File: src/rtl/bin_to_bcd_encoder_pkg.sv
// Shared garage-display constants and the nibble adjust rule used by the
// double-dabble converter.
package bin_to_bcd_encoder_pkg;

   localparam int         BCD_W         = 4;
   localparam logic [3:0] BCD_MAX_DIGIT = 4'd9;
   localparam int         GARAGE_CNT_W  = 6;
   localparam int         GARAGE_DIGITS = 2;

   function automatic logic [BCD_W-1:0] bcd_adjust(input logic [BCD_W-1:0] nib);
      return (nib >= 4'd5) ? nib + 4'd3 : nib;
   endfunction

endpackage

File: src/rtl/bcd_add3_adjust.sv
// Combinational add-3 correction for one BCD scratch nibble (applied before each shift).
module bcd_add3_adjust
   import bin_to_bcd_encoder_pkg::*;
(
   input  logic [BCD_W-1:0] nibble_in,
   output logic [BCD_W-1:0] nibble_out
);

   always_comb begin
      nibble_out = bcd_adjust(nibble_in);
   end

endmodule

File: src/rtl/bin_to_bcd_encoder.sv
// Sequential binary-to-BCD converter, one input bit per clock, start/done handshake.
//
// state    | meaning
// ST_IDLE  | waiting for start; outputs hold the last result
// ST_SHIFT | add-3 adjust then shift one input bit into scratch, BIN_W cycles
// ST_DONE  | publish scratch (or all 9s on overflow) and pulse done
module bin_to_bcd_encoder
   import bin_to_bcd_encoder_pkg::*;
#(
   parameter int BIN_W  = GARAGE_CNT_W,
   parameter int DIGITS = GARAGE_DIGITS
) (
   input  logic                  clk,
   input  logic                  rst,
   input  logic                  start,
   input  logic [BIN_W-1:0]      bin_in,
   output logic                  busy,
   output logic                  done,
   output logic [BCD_W*DIGITS-1:0] bcd_out,
   output logic                  ovf
);

   localparam int OUT_W = BCD_W*DIGITS;
   localparam int SCR_W = BCD_W*(DIGITS+1);
   localparam int CNT_W = $clog2(BIN_W+1);

   typedef enum logic [1:0] {
      ST_IDLE  = 2'd0,
      ST_SHIFT = 2'd1,
      ST_DONE  = 2'd2
   } state_e;

   state_e             state_q, state_d;
   logic [CNT_W-1:0]   cnt_q, cnt_d;
   logic [BIN_W-1:0]   shift_q, shift_d;
   logic [SCR_W-1:0]   scratch_q, scratch_d;
   logic [OUT_W-1:0]   bcd_q, bcd_d;
   logic               ovf_q, ovf_d;
   logic               done_q, done_d;

   logic [SCR_W-1:0]   scratch_adj;
   logic [OUT_W-1:0]   all_nines;
   logic               ovf_now;

   // The extra top nibble catches anything shifted past the last output digit.
   for (genvar g = 0; g < DIGITS+1; g++) begin : g_adj
      bcd_add3_adjust u_adj (
         .nibble_in  (scratch_q[g*BCD_W +: BCD_W]),
         .nibble_out (scratch_adj[g*BCD_W +: BCD_W])
      );
   end

   for (genvar g = 0; g < DIGITS; g++) begin : g_nines
      assign all_nines[g*BCD_W +: BCD_W] = BCD_MAX_DIGIT;
   end

   assign ovf_now = |scratch_q[SCR_W-1 -: BCD_W];

   always_comb begin
      state_d   = state_q;
      cnt_d     = cnt_q;
      shift_d   = shift_q;
      scratch_d = scratch_q;
      bcd_d     = bcd_q;
      ovf_d     = ovf_q;
      done_d    = 1'b0;
      case (state_q)
         ST_IDLE: begin
            if (start) begin
               shift_d   = bin_in;
               scratch_d = '0;
               cnt_d     = CNT_W'(BIN_W);
               state_d   = ST_SHIFT;
            end
         end
         ST_SHIFT: begin
            {scratch_d, shift_d} = {scratch_adj, shift_q} << 1;
            cnt_d                = cnt_q - CNT_W'(1);
            if (cnt_q == CNT_W'(1)) begin
               state_d = ST_DONE;
            end
         end
         ST_DONE: begin
            ovf_d   = ovf_now;
            bcd_d   = ovf_now ? all_nines : scratch_q[OUT_W-1:0];
            done_d  = 1'b1;
            state_d = ST_IDLE;
         end
         default: begin
            state_d = ST_IDLE;
         end
      endcase
   end

   always_ff @(posedge clk) begin
      if (rst) begin
         state_q   <= ST_IDLE;
         cnt_q     <= '0;
         shift_q   <= '0;
         scratch_q <= '0;
         bcd_q     <= '0;
         ovf_q     <= 1'b0;
         done_q    <= 1'b0;
      end else begin
         state_q   <= state_d;
         cnt_q     <= cnt_d;
         shift_q   <= shift_d;
         scratch_q <= scratch_d;
         bcd_q     <= bcd_d;
         ovf_q     <= ovf_d;
         done_q    <= done_d;
      end
   end

   assign busy    = (state_q != ST_IDLE);
   assign done    = done_q;
   assign bcd_out = bcd_q;
   assign ovf     = ovf_q;

endmodule

File: config.mk
export PLATFORM = sky130hd
export DESIGN_NAME = bin_to_bcd_encoder
export DESIGN_NICKNAME = d
export VERILOG_FILES = /design/src/rtl/bin_to_bcd_encoder_pkg.sv /design/src/rtl/bcd_add3_adjust.sv /design/src/rtl/bin_to_bcd_encoder.sv
export SDC_FILE = /design/constraint.sdc
export NUM_CORES = 1
export LEC_CHECK = 0
export ABC_AREA = 1
export ABC_CLOCK_PERIOD_IN_PS = 2400
export CAP_MARGIN = 30
export CORE_MARGIN = 2
export CORE_UTILIZATION = 60
export DETAILED_ROUTE_END_ITERATION = 7
export PLACE_DENSITY = 0.81
export SYNTH_ARGS = -nofsm -noshare
export SYNTH_HDL_FRONTEND = slang
export SYNTH_HIERARCHICAL = 1
export SYNTH_SLANG_ARGS = --single-unit
File: constraint.sdc
create_clock -name clk -period 2.4 [get_ports clk]
set_input_delay 0.72 -clock clk [delete_from_list [all_inputs] [get_ports clk]]
set_output_delay 0.72 -clock clk [all_outputs]
set_load 0.02 [all_outputs]
Yosys cells after proc, flatten, opt, wreduce, memory -nomap -nowiden --
Index checks and enable logic that the tools add are counted.
Cells by class: $add $sub $neg 4, div/mod/pow operators 0, order comparisons 3, shifts and indexed selects 0, mux-type cells 14, multipliers 0, bitwise gates (word level) 0, reductions and logical operators 6, eq/ne operators 5
Operators with widths (count):
- one-hot mux 12 bit (2 select lines) | 1
- greater-or-equal comparator 4 x 3 -> 1 bit, second input constant | 3
- two-way mux 12 bit | 1
- one-hot mux 6 bit (2 select lines) | 1
- adder 4 x 2 -> 4 bit, second input constant | 2
- two-way mux 4 bit | 2
- two-way mux 8 bit | 1
- two-way mux 3 bit | 2
- two-way mux 6 bit | 1
- one-hot mux 3 bit (2 select lines) | 1
- two-way mux 2 bit | 2
- != test 2 bit, second input constant | 2
- one-hot mux 2 bit (2 select lines) | 1
- AND reduction 2 bit | 2
- nonzero test 2 bit | 2
- OR reduction 4 bit | 1
- adder 3 x 2 -> 3 bit, second input constant | 1
- == test 3 x 1 -> 1 bit, second input constant | 1
- subtractor 3 x 1 -> 3 bit, second input constant | 1
- == test 2 x 1 -> 1 bit, second input constant | 1
- == test 2 bit, second input constant | 1
- zero test 2 bit | 1
- two-way mux 1 bit | 1
Word-level totals: memories 0, logic and storage cells 39, bits in latches 0, register bits after elaboration 33, memory bits (read-only) 0, bits in writable memories 0, input port bits 9

Longest topological paths before layout --
Gate-level depths: netlist of the first run.
depth in word-level cells 3, gate-level depth with buffers 9

Hierarchy --
The synthesis of the first run kept the hierarchy.
By module, submodules not included:
- bin_to_bcd_encoder | seq. area each 660.6 µm², instances 1, cells an instance 191, area an instance 1395.1 µm²
- bcd_add3_adjust | seq. area each 0.0 µm², instances 3, cells an instance 23, area an instance 135.1 µm²

Least setup slack after synthesis of the first run --
OpenSTA, ideal clock, no wires.
path kind reg2out, from register state_q[0], to output port busy, data required time 1680 ps, setup slack 960 ps, arrival time 720 ps, path buffers 1, stages on the path, launching flop included 4, path through dfxtp_1 > buf_4 > nor2_1 > inv_1
On the way: cells in the longest elaborated chain, start to end 1
RTL lines:
- from (decl) | RTL line bin_to_bcd_encoder.sv:33 | state_e state_q, state_d;
- from (signal assigned) | RTL line bin_to_bcd_encoder.sv:105 | state_q <= state_d;
- nonzero test 2 bit | RTL line bin_to_bcd_encoder.sv:115 | assign busy = (state_q != ST_IDLE);
- to (decl) | RTL line bin_to_bcd_encoder.sv:17 | output logic busy,
Every way passes these cells.

Final worst setup path of the first run --
from register state_q[1], to output port busy
The elaborated chain is that of the path after synthesis.

==> results of run 1 <==
layout make-up:
cell class              count  area (um2)
multi-input cells         185         945
fillers                   230         701
flip-flops and latches     33         661
repair buffers             23         233
inverters                  31         119
clock buffers               7        55.1
well taps                  31        38.8
clock inverters             1        30.0
state kept, by name (all words and copies together), names as in the netlist:
| name | cells |
|---|---|
| shift_q | 6 |
| bcd_out | 8 |
| ovf | 1 |
| cnt_q | 3 |
| done | 1 |
| scratch_q | 12 |
| state_q | 2 |
layer usage:
metal	part of all wire	vias to the layer above	global-route usage
met4	0.013	0	0.0963
li1	-	840	-
met3	0.033	5	0.0484
met2	0.48	20	0.384
met1	0.47	720	0.290
met5	0	-	0
stage by stage:
stage	hold slack, ps	instance area (um2)
final	473	2080
after global routing	498	2080
after CTS	477	2080
after detailed placement	460	2000
after global placement	456	2000
after floorplan	445	1770
power groups by stage:
stage                     Clock (mW)  Combinational (mW)  Sequential, mW
after floorplan                    0               0.104           0.591
after global placement             0               0.145           0.591
after detailed placement           0               0.148           0.591
after CTS                      0.442               0.149           0.579
after global routing           0.470               0.167           0.581
final                          0.437               0.148           0.579
critical path, delay by kind of cell (launching register included):
kind / cells / cell delay, ps
buffers and inverters: 2 / 650
flip-flops: 1 / 480
AND/OR/NAND/NOR: 1 / 130
cell usage in the layout, fill, tap and decap left out:
master	n
a21oi_1	18
clkbuf_8	1
inv_4	1
nor2_1	36
ha_1	8
inv_2	4
clkdlybuf4s50_1	19
o21ai_4	1
o21ai_0	12
clkinv_1	1
inv_1	25
nor2_8	1
buf_12	1
buf_4	3
nor2_4	7
nand3_2	1
o21ai_2	3
bufinv_16	1
dfxtp_1	33
clkbuf_1	1
a21oi_2	2
nand2_1	77
nand2_2	5
clkbuf_4	5
nand3_1	14
worst paths after layout:
check / from / to / slack [ps]
max reg2reg: scratch_q[4]$_SDFFE_PP0P_ / scratch_q[8]$_SDFFE_PP0P_ / 970
min reg2reg: shift_q[0]$_SDFFE_PP0P_ / shift_q[0]$_SDFFE_PP0P_ / 470
max: state_q[1]$_SDFFE_PP0P_ / busy / 90
min: shift_q[0]$_SDFFE_PP0P_ / shift_q[0]$_SDFFE_PP0P_ / 470
==> results.toml, run 1 <==
[run_status]
outcome = "completed"

[sta]
fin_skew_ps = 14.2
tightest_slew_ps = 388
finalCriticalPeriod_ps = 2310
hold_viol_final = 0
setup-tns-final_ps = 0
worst_slew_margin_rel = 0.741
rsz0062_at_grt = "no"
final_max_slew_viol_count = 0
setup_ws_ps = 93.1
setup_viol = 0
clock.fmax_mhz = 433
period_share = 0.961

[critical_path]
path_max_fanout = 4
reg2reg_depth = 7
crit_path_end_kind = "output pin"
crit_chain = "nor2_1 -> inv_1 -> clkdlybuf4s50_1"
crit_path_top_delay_cell = "clkdlybuf4s50_1"
max_stage_delay_ps = 590
worst-setup-path-type = "reg -> out"
critPathRequiredTime_ps = 1680
crit_arrival_ps = 1590
cp-start-kind = "flop"

[floorplanning]
num_rows = 19
start_util = 0.638
io_pins = 20
fp.dieH_um = 58.4
coreArea_mm2 = 0.00278
dieArea_mm2 = 0.00341
die_w_um = 58.4

[power_and_ir_drop]
swShare = 0.247
power_density_mw_per_mm2 = 559
switchingPower_mw = 0.288
power_frac_comb = 0.127
power_frac_clock = 0.376
seqPwrFrac = 0.497
p_leak_nw = 0.889
power_mw = 1.16
internal-power_mw = 0.876
vdd_drop_max_v = 0.000561

[grt]
grt_pass1_vias = 1439
antenna_found_initial = 0
grt_overflow = 0
grt_usage = 0.231
grt_pass1_wl_mm = 6.08
grt_max_degree = 17

[finish]
drive_gt1_frac = 0.129
nets = 296
area_growth_syn_to_layout_pct = 17.3
fin_util = 0.748
diodes = 0
fin_cells = 311

[clock_tree]
cts_resized = 0
clk-insertion-delay-late_ps = 340
post_cts_buffers = 0
cts_sinks = 33
cts_tree = "built"
cts_max_level = 2
cts.clk_slew.worst_paths_ps = 110
root_buffer = "clkbuf_4"
max-clock-path-buffers = 2
hold_buffers = 0
cts_buffers = 5

[logic_synthesis]
synth_area_mm2 = 0.00177
yosysWarningCount = 6
syn_area_per_cell_um2 = 6.96
synthCells = 255
synth_nets = 272

[route]
drtIter0Drc = 85
viasPerCell = 5.10
ant_nets = 0
via_count = 1585
routed_wl_mm = 3.47
first_pass_iters = 4
wl_per_cell_um = 11.2
drc = 0

[place]
dp_hpwl_mm = 2.48
dp_slack_ps = 385
io_buffers = 19
dp.cells = 303
place.gp.congestion = 0.841

[hold_path]
hold_class = "reg -> reg"
min_delay_path_depth = 2

[job]
cap_violations = 0
Note: power is estimated with default switching activity, not from simulation.
==> inputs of run 2 (changes only) <==
--- a/config.mk
+++ b/config.mk
@@ -6,12 +6,12 @@
 export NUM_CORES = 1
 export LEC_CHECK = 0
 export ABC_AREA = 1
-export ABC_CLOCK_PERIOD_IN_PS = 2400
+export ABC_CLOCK_PERIOD_IN_PS = 2009
 export CAP_MARGIN = 30
 export CORE_MARGIN = 2
-export CORE_UTILIZATION = 60
+export CORE_UTILIZATION = 30
 export DETAILED_ROUTE_END_ITERATION = 7
-export PLACE_DENSITY = 0.81
+export PLACE_DENSITY = 0.47
 export SYNTH_ARGS = -nofsm -noshare
 export SYNTH_HDL_FRONTEND = slang
 export SYNTH_HIERARCHICAL = 1
==> constraint.sdc (replaced) <==
create_clock -name clk -period 2.01 [get_ports clk]
set_input_delay 0.603 -clock clk [delete_from_list [all_inputs] [get_ports clk]]
set_output_delay 0.603 -clock clk [all_outputs]
set_load 0.005 [all_outputs]
==> run 2 against run 1 <==
Against the previous run: critical path depth did not move; routed wire length grew 11%; final area is 2.6% higher; hold slack improved by 4.3 ps; first-iteration DRC count decreased by 49%; clock power grew 11%; core utilization shrank 38 points; clock-buffer cell count up 1; global-route usage decreased by 9.9 points; combinational power rose by 16%; non-clock buffer count unchanged; power grew 16%; critical path type unchanged; critical endpoint unchanged; highest routed layer unchanged.
==> results.toml, run 2 (same netlist as run 1, synthesis figures left out) <==
[run_status]
outcome = "completed"

[floorplanning]
num_rows = 28
coreArea_mm2 = 0.00582
dieArea_mm2 = 0.00654
start_util = 0.305
die_w_um = 80.9
io_pins = 20
fp.dieH_um = 80.9

[route]
ant_nets = 0
drtIter0Drc = 43
viasPerCell = 4.35
routed_wl_mm = 3.84
drc = 0
via_count = 1544
wl_per_cell_um = 10.8
first_pass_iters = 4

[clock_tree]
cts_tree = "built"
clk-insertion-delay-late_ps = 280
root_buffer = "clkbuf_8"
hold_buffers = 0
cts_sinks = 33
max-clock-path-buffers = 2
cts_buffers = 5
cts.clk_slew.worst_paths_ps = 60
post_cts_buffers = 0
cts_max_level = 2

[hold_path]
min_delay_path_depth = 2
min_from = "shift_q[5]$_SDFFE_PP0P_"
holdPathEnd = "scratch_q[0]$_SDFFE_PP0P_"
hold_class = "reg -> reg"

[critical_path]
regToRegSetupSlack_ps = 590
rr_endpoint = "scratch_q[8]$_SDFFE_PP0P_"
path_max_fanout = 4
crit_arrival_ps = 1280
critPathRequiredTime_ps = 1410
reg2reg_depth = 7
crit_path_end_kind = "output pin"
startpoint = "state_q[1]$_SDFFE_PP0P_"
worst-setup-path-type = "reg -> out"
r2r_start = "scratch_q[4]$_SDFFE_PP0P_"
cp-start-kind = "flop"

[sta]
finalCriticalPeriod_ps = 1880
clock.fmax_mhz = 531
period_share = 0.937
rsz0062_at_grt = "no"
tightest_slew_ps = 424
hold_viol_final = 0
fin_skew_ps = 5.90
final_max_slew_viol_count = 0
setup_viol = 0
worst_hold_slack_ps = 477
setup-tns-final_ps = 0
worst_slew_margin_rel = 0.717
setup_ws_ps = 126

[place]
place.gp.congestion = 0.741
dp_hpwl_mm = 2.65
dp_slack_ps = 288
dp.cells = 347
placed_cell_area_mm2 = 0.00205
io_buffers = 19

[finish]
area_growth_syn_to_layout_pct = 20.3
diodes = 0
final_cell_mix = "nand2_1, nor2_1, dfxtp_1"
fillCellCount = 634
nets = 296
top_register = "scratch_q"
final_common_cell = "nand2_1"
largest_reg_flops = 12
final_cell_area_mm2 = 0.00213
drive_gt1_frac = 0.129
fin_util = 0.367
fin_cells = 355

[power_and_ir_drop]
power_density_mw_per_mm2 = 632
p_leak_nw = 0.884
power_mw = 1.35
vdd_drop_max_v = 0.000237

[grt]
grt_usage = 0.132
antenna_found_initial = 0
grt_pass1_vias = 1413
grt_overflow = 0
grt_max_degree = 27
grt_pass1_wl_mm = 6.57

[job]
cap_violations = 0
==> run 2: critical path: stages, from the launching register on <==
cell,delay (ps)
dfxtp_2,400
nor2_2,70
inv_1,50
clkdlybuf4s50_1,480
==> run 2: per-layer routing <==
metal  vias up  wire length (um)  GRT usage
met4         0                98     0.0746
met3         9               102     0.0367
met2        19              1710      0.199
met1       676              1930      0.168
met5         -                 0          0
li1        840                 -          -
==> run 2: where the power goes <==
part           leakage, nW  switching [mW]  internal (mW)
combinational        0.575           0.100         0.0719
clock               0.0395           0.239          0.246
sequential           0.269          0.0132          0.678
==> run 2: worst max path at each step <==
stage	to	slack (ps)	cells past startpoint
CTS	busy	80	3
detailed placement	shift_q[3]$_SDFFE_PP0P_	290	6
floorplan	busy	750	3
global route	busy	20	3
finish	busy	130	3
global placement	shift_q[1]$_SDFFE_PP0P_	310	6
==> run 2: timing repair <==
item,in CTS,in global routing
setup endpoints to repair,1,1
resized for setup,1,1
cloned,0,0
==> run 2: layout make-up <==
cell class,count,area (um2),area share
Sequential cell,33,662,0.310
Tap cell,75,93.8,0.0440
Multi-Input combinational cell,185,947,0.444
Clock buffer,8,80.1,0.0375
Inverter,31,119,0.0557
Timing Repair Buffer,23,233,0.109
==> variant 1, RTL diff (flow settings as in run 2) <==
The 3 states of `state_e` get a one-hot encoding in 3 bits.
--- a/src/rtl/bin_to_bcd_encoder.sv
+++ b/src/rtl/bin_to_bcd_encoder.sv
@@ -25,8 +25,8 @@
    localparam int CNT_W = $clog2(BIN_W+1);
 
-   typedef enum logic [1:0] {
-      ST_IDLE  = 2'd0,
-      ST_SHIFT = 2'd1,
-      ST_DONE  = 2'd2
+   typedef enum logic [2:0] {
+      ST_IDLE  = 3'b001,
+      ST_SHIFT = 3'b010,
+      ST_DONE  = 3'b100
    } state_e;
 
Formal check against the unedited RTL: no difference found for any inputs over 10 cycles, from zero or initial values and one cycle with rst high; not proved beyond that.
==> variant 1 against run 2 <==
Design area rose by 1.9%; non-clock buffer count did not move; die area up 2.6%; global-route usage rose by 0.76 points; worst hold slack got worse by 0.021 ns; sequential cell count rose by 1; setup slack better by 0.13 ns; total power grew 2.8%; synthesized area rose by 2.7%; clock power up 7.6%; utilization increased by 0.26 points; wire length is 7.0% higher; critical path type unchanged.
==> variant 1: results (changes against run 2) <==
** Layout
- The fraction of final layout cells with drive strength greater than 1 came to 0.1368 (+0.008271).
- Nets :: 301 (+1.7%)
- Register area :: 681.9 sq um (+3.0%)
- The final cell count without fillers came to 360 (+1.4%).
- The number of fill cells was 653 (+3.0%).

** GRT
- The via count of the first global-routing pass was 1589 (+12%).
- The global routing usage summed across all routing layers was 0.1393 (+0.007620).
- First-pass GRT wire length :: 7.155 mm (+8.9%)

** Place
- Sum of net half-perimeters after detailed placement :: 2.862 mm (+8.2%)
- Final GP Congestion :: 0.8038 (+8.5%)
- Post-Place Cell Area :: 2081 sq um (+1.5%)
- Worst setup slack after placement :: 0.1508 ns (-0.1371 ns)
- The count of placed standard cells including taps was 352 (+1.4%).

** Status
- Run status :: finished, final reports clean

** Setup path
- The peak fanout along the critical path is 2 (-2).
- Worst R2R Path Depth :: 6 (-1)
- The delay contributed by the slowest stage of the critical path came to 0.51 ns (+0.03 ns).
- The worst endpoint data arrival time came to 1.15 ns (-0.13 ns).

** Power and ir drop
- The leakage power of the design came to 0.0009976 uW (+13%).
- Psw :: 355.2 uW (+0.90%)
- Power attributed to the clock group :: 522 uW (+7.6%)
- Proportion of total power due to net switching :: 0.2563 (-0.004845)
- The worst supply voltage drop on vdd is 0.0002997 V (+26%).
- The power in sequential cells is 707 uW (+2%).

** Drt
- The detail-routed via count per cell came to 4.419 (+1.6%).
- DR iter-0 viols :: 54 (+26%)
- Average wire per cell in the routed design :: 11.41 um (+5.5%)

** Yosys
- Post-synth net total :: 279 (+2.6%)
- Post-synthesis average cell area :: 6.953 sq um (about the same)

** STA
- The relative slew slack came to 0.7611 (+0.04461).
- Clock Skews :: 0.006198 ns (+0.0003018 ns)

** Clock tree
- The number of buffers between clock root and the deepest sink came to 2 (unchanged).
-- variant 1: cell type report --
type | count | area share
Clock buffer | 7 | 0.03968
Sequential cell | 34 | 0.3134
Tap cell | 75 | 0.04313
Multi-Input combinational cell | 190 | 0.4474
Clock inverter | 1 | 0.002300
Timing Repair Buffer | 23 | 0.1024
Inverter | 30 | 0.05175
-- variant 1: layer usage --
layer | routed length (um) | GRT usage | vias up | share of wire
met1 | 2018 | 0.1737 | 687 | 0.49
met5 | 0 | 0 | - | 0
met3 | 164 | 0.03077 | 4 | 0.040
met4 | 50 | 0.05833 | 0 | 0.012
li1 | - | - | 862 | -
met2 | 1874 | 0.2309 | 38 | 0.46
-- variant 1: final timing paths --
| check | start | endpoint | slack [ns] |
|---|---|---|---|
| max | bcd_out[5] | bcd_out[5] | 0.26 |
| min | shift_q[0] | shift_q[0] | 0.46 |
| max reg2reg | state_q[0] | shift_q[3] | 0.60 |
| min reg2reg | shift_q[0] | shift_q[0] | 0.46 |
==> variant 2, RTL diff (config.mk and constraints of run 2) <==
Without the edit above. Change the package constant `BCD_MAX_DIGIT` from 4'd9 to 4'd4.
--- a/src/rtl/bin_to_bcd_encoder_pkg.sv
+++ b/src/rtl/bin_to_bcd_encoder_pkg.sv
@@ -4,5 +4,5 @@
 
    localparam int         BCD_W         = 4;
-   localparam logic [3:0] BCD_MAX_DIGIT = 4'd9;
+   localparam logic [3:0] BCD_MAX_DIGIT = 4'd4;
    localparam int         GARAGE_CNT_W  = 6;
    localparam int         GARAGE_DIGITS = 2;
Formal check against the unedited RTL: same outputs for any inputs over 10 cycles, from zero or initial values and one cycle with rst high; that may be too few to reach the edited logic, so the function may still have changed.
==> variant 2 against run 2 <==
Sequential cell count unchanged; total power increased by 0.34%; setup slack got worse by 0.035 ns; wire length decreased by 2.3%; largest cell class unchanged; design area unchanged; synthesized area increased by 0.63%; global-route usage decreased by 0.34 points; synthesized cell count decreased by 1.6%.
==> variant 2: results (changes against run 2) <==
** Setup path
- The worst endpoint data arrival time came to 1.32 ns (+0.04 ns).
- The logic depth of the worst register-to-register path was 7 (unchanged).
- Worst setup path start :: state_q[1]
- The register-to-register path setup slack came to 0.59 ns (about the same).
- The startpoint identified for the worst register-to-register timing path is scratch_q[0].
- End of the worst register-to-register path :: scratch_q[4]
- CP max FO :: 4 (unchanged)

** STA
- Rel. slew slack :: 0.7600 (+0.04348)
- The worst-case clock skew came to 0.002776 ns (-0.003120 ns).

** Place
- Worst setup slack after placement :: 0.3003 ns (+0.01235 ns)
- The placed cell area is 2047 sq um (-0.18%).
- # port buffers :: 19 (unchanged)
- The placed wire-length estimate after detailed placement came to 2.567 mm (-3.0%).
- The placer congestion estimate came to 0.7216 (-2.6%).

** Layout
- The number of nets in the layout is 290 (-2.0%).
- Register name with the most flops :: scratch_q
- The diode insertion count for antenna repair was 0 (unchanged).
- The fraction of final layout cells with drive strength greater than 1 was 0.1612 (+0.03260).
- Flip-flop count of the largest register after layout :: 12 (unchanged)

** GRT
- The via count of the first global-routing pass is 1359 (-3.8%).
- The met1 usage in global routing is 0.1722 (+0.004545).
- First-pass GRT wire length :: 6.486 mm (-1.2%)
- The number of antenna violations at the first check in global routing was 0 (unchanged).
- Met3 GRT Util :: 0.03778 (+0.001111)
- The largest net degree at the start of global routing is 27 (unchanged).
- Met2 routing resource usage after global routing :: 0.1950 (-0.004132)
- Total global-route track usage :: 0.1282 (-0.003424)

** Clock tree
- The number of H-tree branching levels is 2 (unchanged).
- Worst-skew pair later-pin latency :: 0.28 ns (about the same)
- TritonCTS Buffers :: 5 (unchanged)
- The number of buffers between clock root and the deepest sink was 2 (unchanged).
- Root buffer selected by CTS :: clkbuf_8
- Clock-pin slew was measured on the worst setup and hold paths at 0.07 ns.
- Buffer count from post-CTS setup fixing :: 0 (unchanged)

** Hold path
- The worst hold path cell count was 2 (unchanged).
- Worst Hold Launch :: shift_q[0]
- The worst hold path belongs to the class reg2reg.
- Destination of the worst hold path :: shift_q[0]

** Drt
- The average wire length per cell after detail routing came to 10.78 um (-0.35%).
- Drt drc :: 0 (unchanged)
- The detail-routed via count per cell was 4.374 (+0.56%).
- DR iter-0 viols :: 67 (+56%)
- Detailed Routing Iterations Pass 1 :: 4 (unchanged)

** Yosys
- The net count after synthesis was 268 (-1.5%).
- Number of warning messages in the yosys log :: 6 (unchanged)

** Status
- The run finished with clean final reports.

** Power and ir drop
- The worst supply voltage drop on vdd came to 0.0002870 V (+21%).
- Lkg Pwr :: 0.0008213 uW (-7.1%)
==> variant 2: worst max-delay path by stage <==
stage | endpoint | slack [ns]
6_report | busy | 0.09
5_1_grt | busy | 0.02
4_1_cts | busy | 0.07
3_5_place_dp | shift_q[4] | 0.30
3_3_place_gp | shift_q[2] | 0.30
2_1_floorplan | scratch_q[6] | 0.77
==> variant 2: layout make-up <==
type | count | area, sq um
well taps | 75 | 93.84
flip-flops and latches | 33 | 661.9
inverters | 32 | 125.1
repair buffers | 22 | 225.2
clock buffers | 7 | 86.33
fillers | 631 | 3716
multi-input cells | 179 | 942.2
==> variant 2: critical path: stages (launching register included) <==
cell and delay [ns]:
dfxtp_1 0.30, inv_1 0.18, nand2_1 0.10, clkdlybuf4s50_1 0.45
==> variant 2: what timing repair did <==
action,in CTS,in global routing
hold buffers,0,0
resized for setup,1,0
hold endpoints to repair,0,0
setup endpoints to repair,1,0
==> variant 2: per-layer routing <==
layer	vias to the layer above	part of all wire
li1	819	-
met1	677	0.54
met2	21	0.41
met3	5	0.035
met4	0	0.016
met5	-	0
==> variant 2: stage by stage <==
stage	hold slack, ns	std cells
after floorplan	0.4440	251
after global placement	0.4536	341
after detailed placement	0.4580	341
after CTS	0.4672	348
after global routing	0.4854	348
final	0.4660	348
==> variant 2: power by group <==
| group | total (uW) | internal [uW] | switching, uW |
|---|---|---|---|
| registers | 689 | 677 | 11.9 |
| logic | 158 | 63.6 | 94.7 |
| clock network | 506 | 272 | 234 |
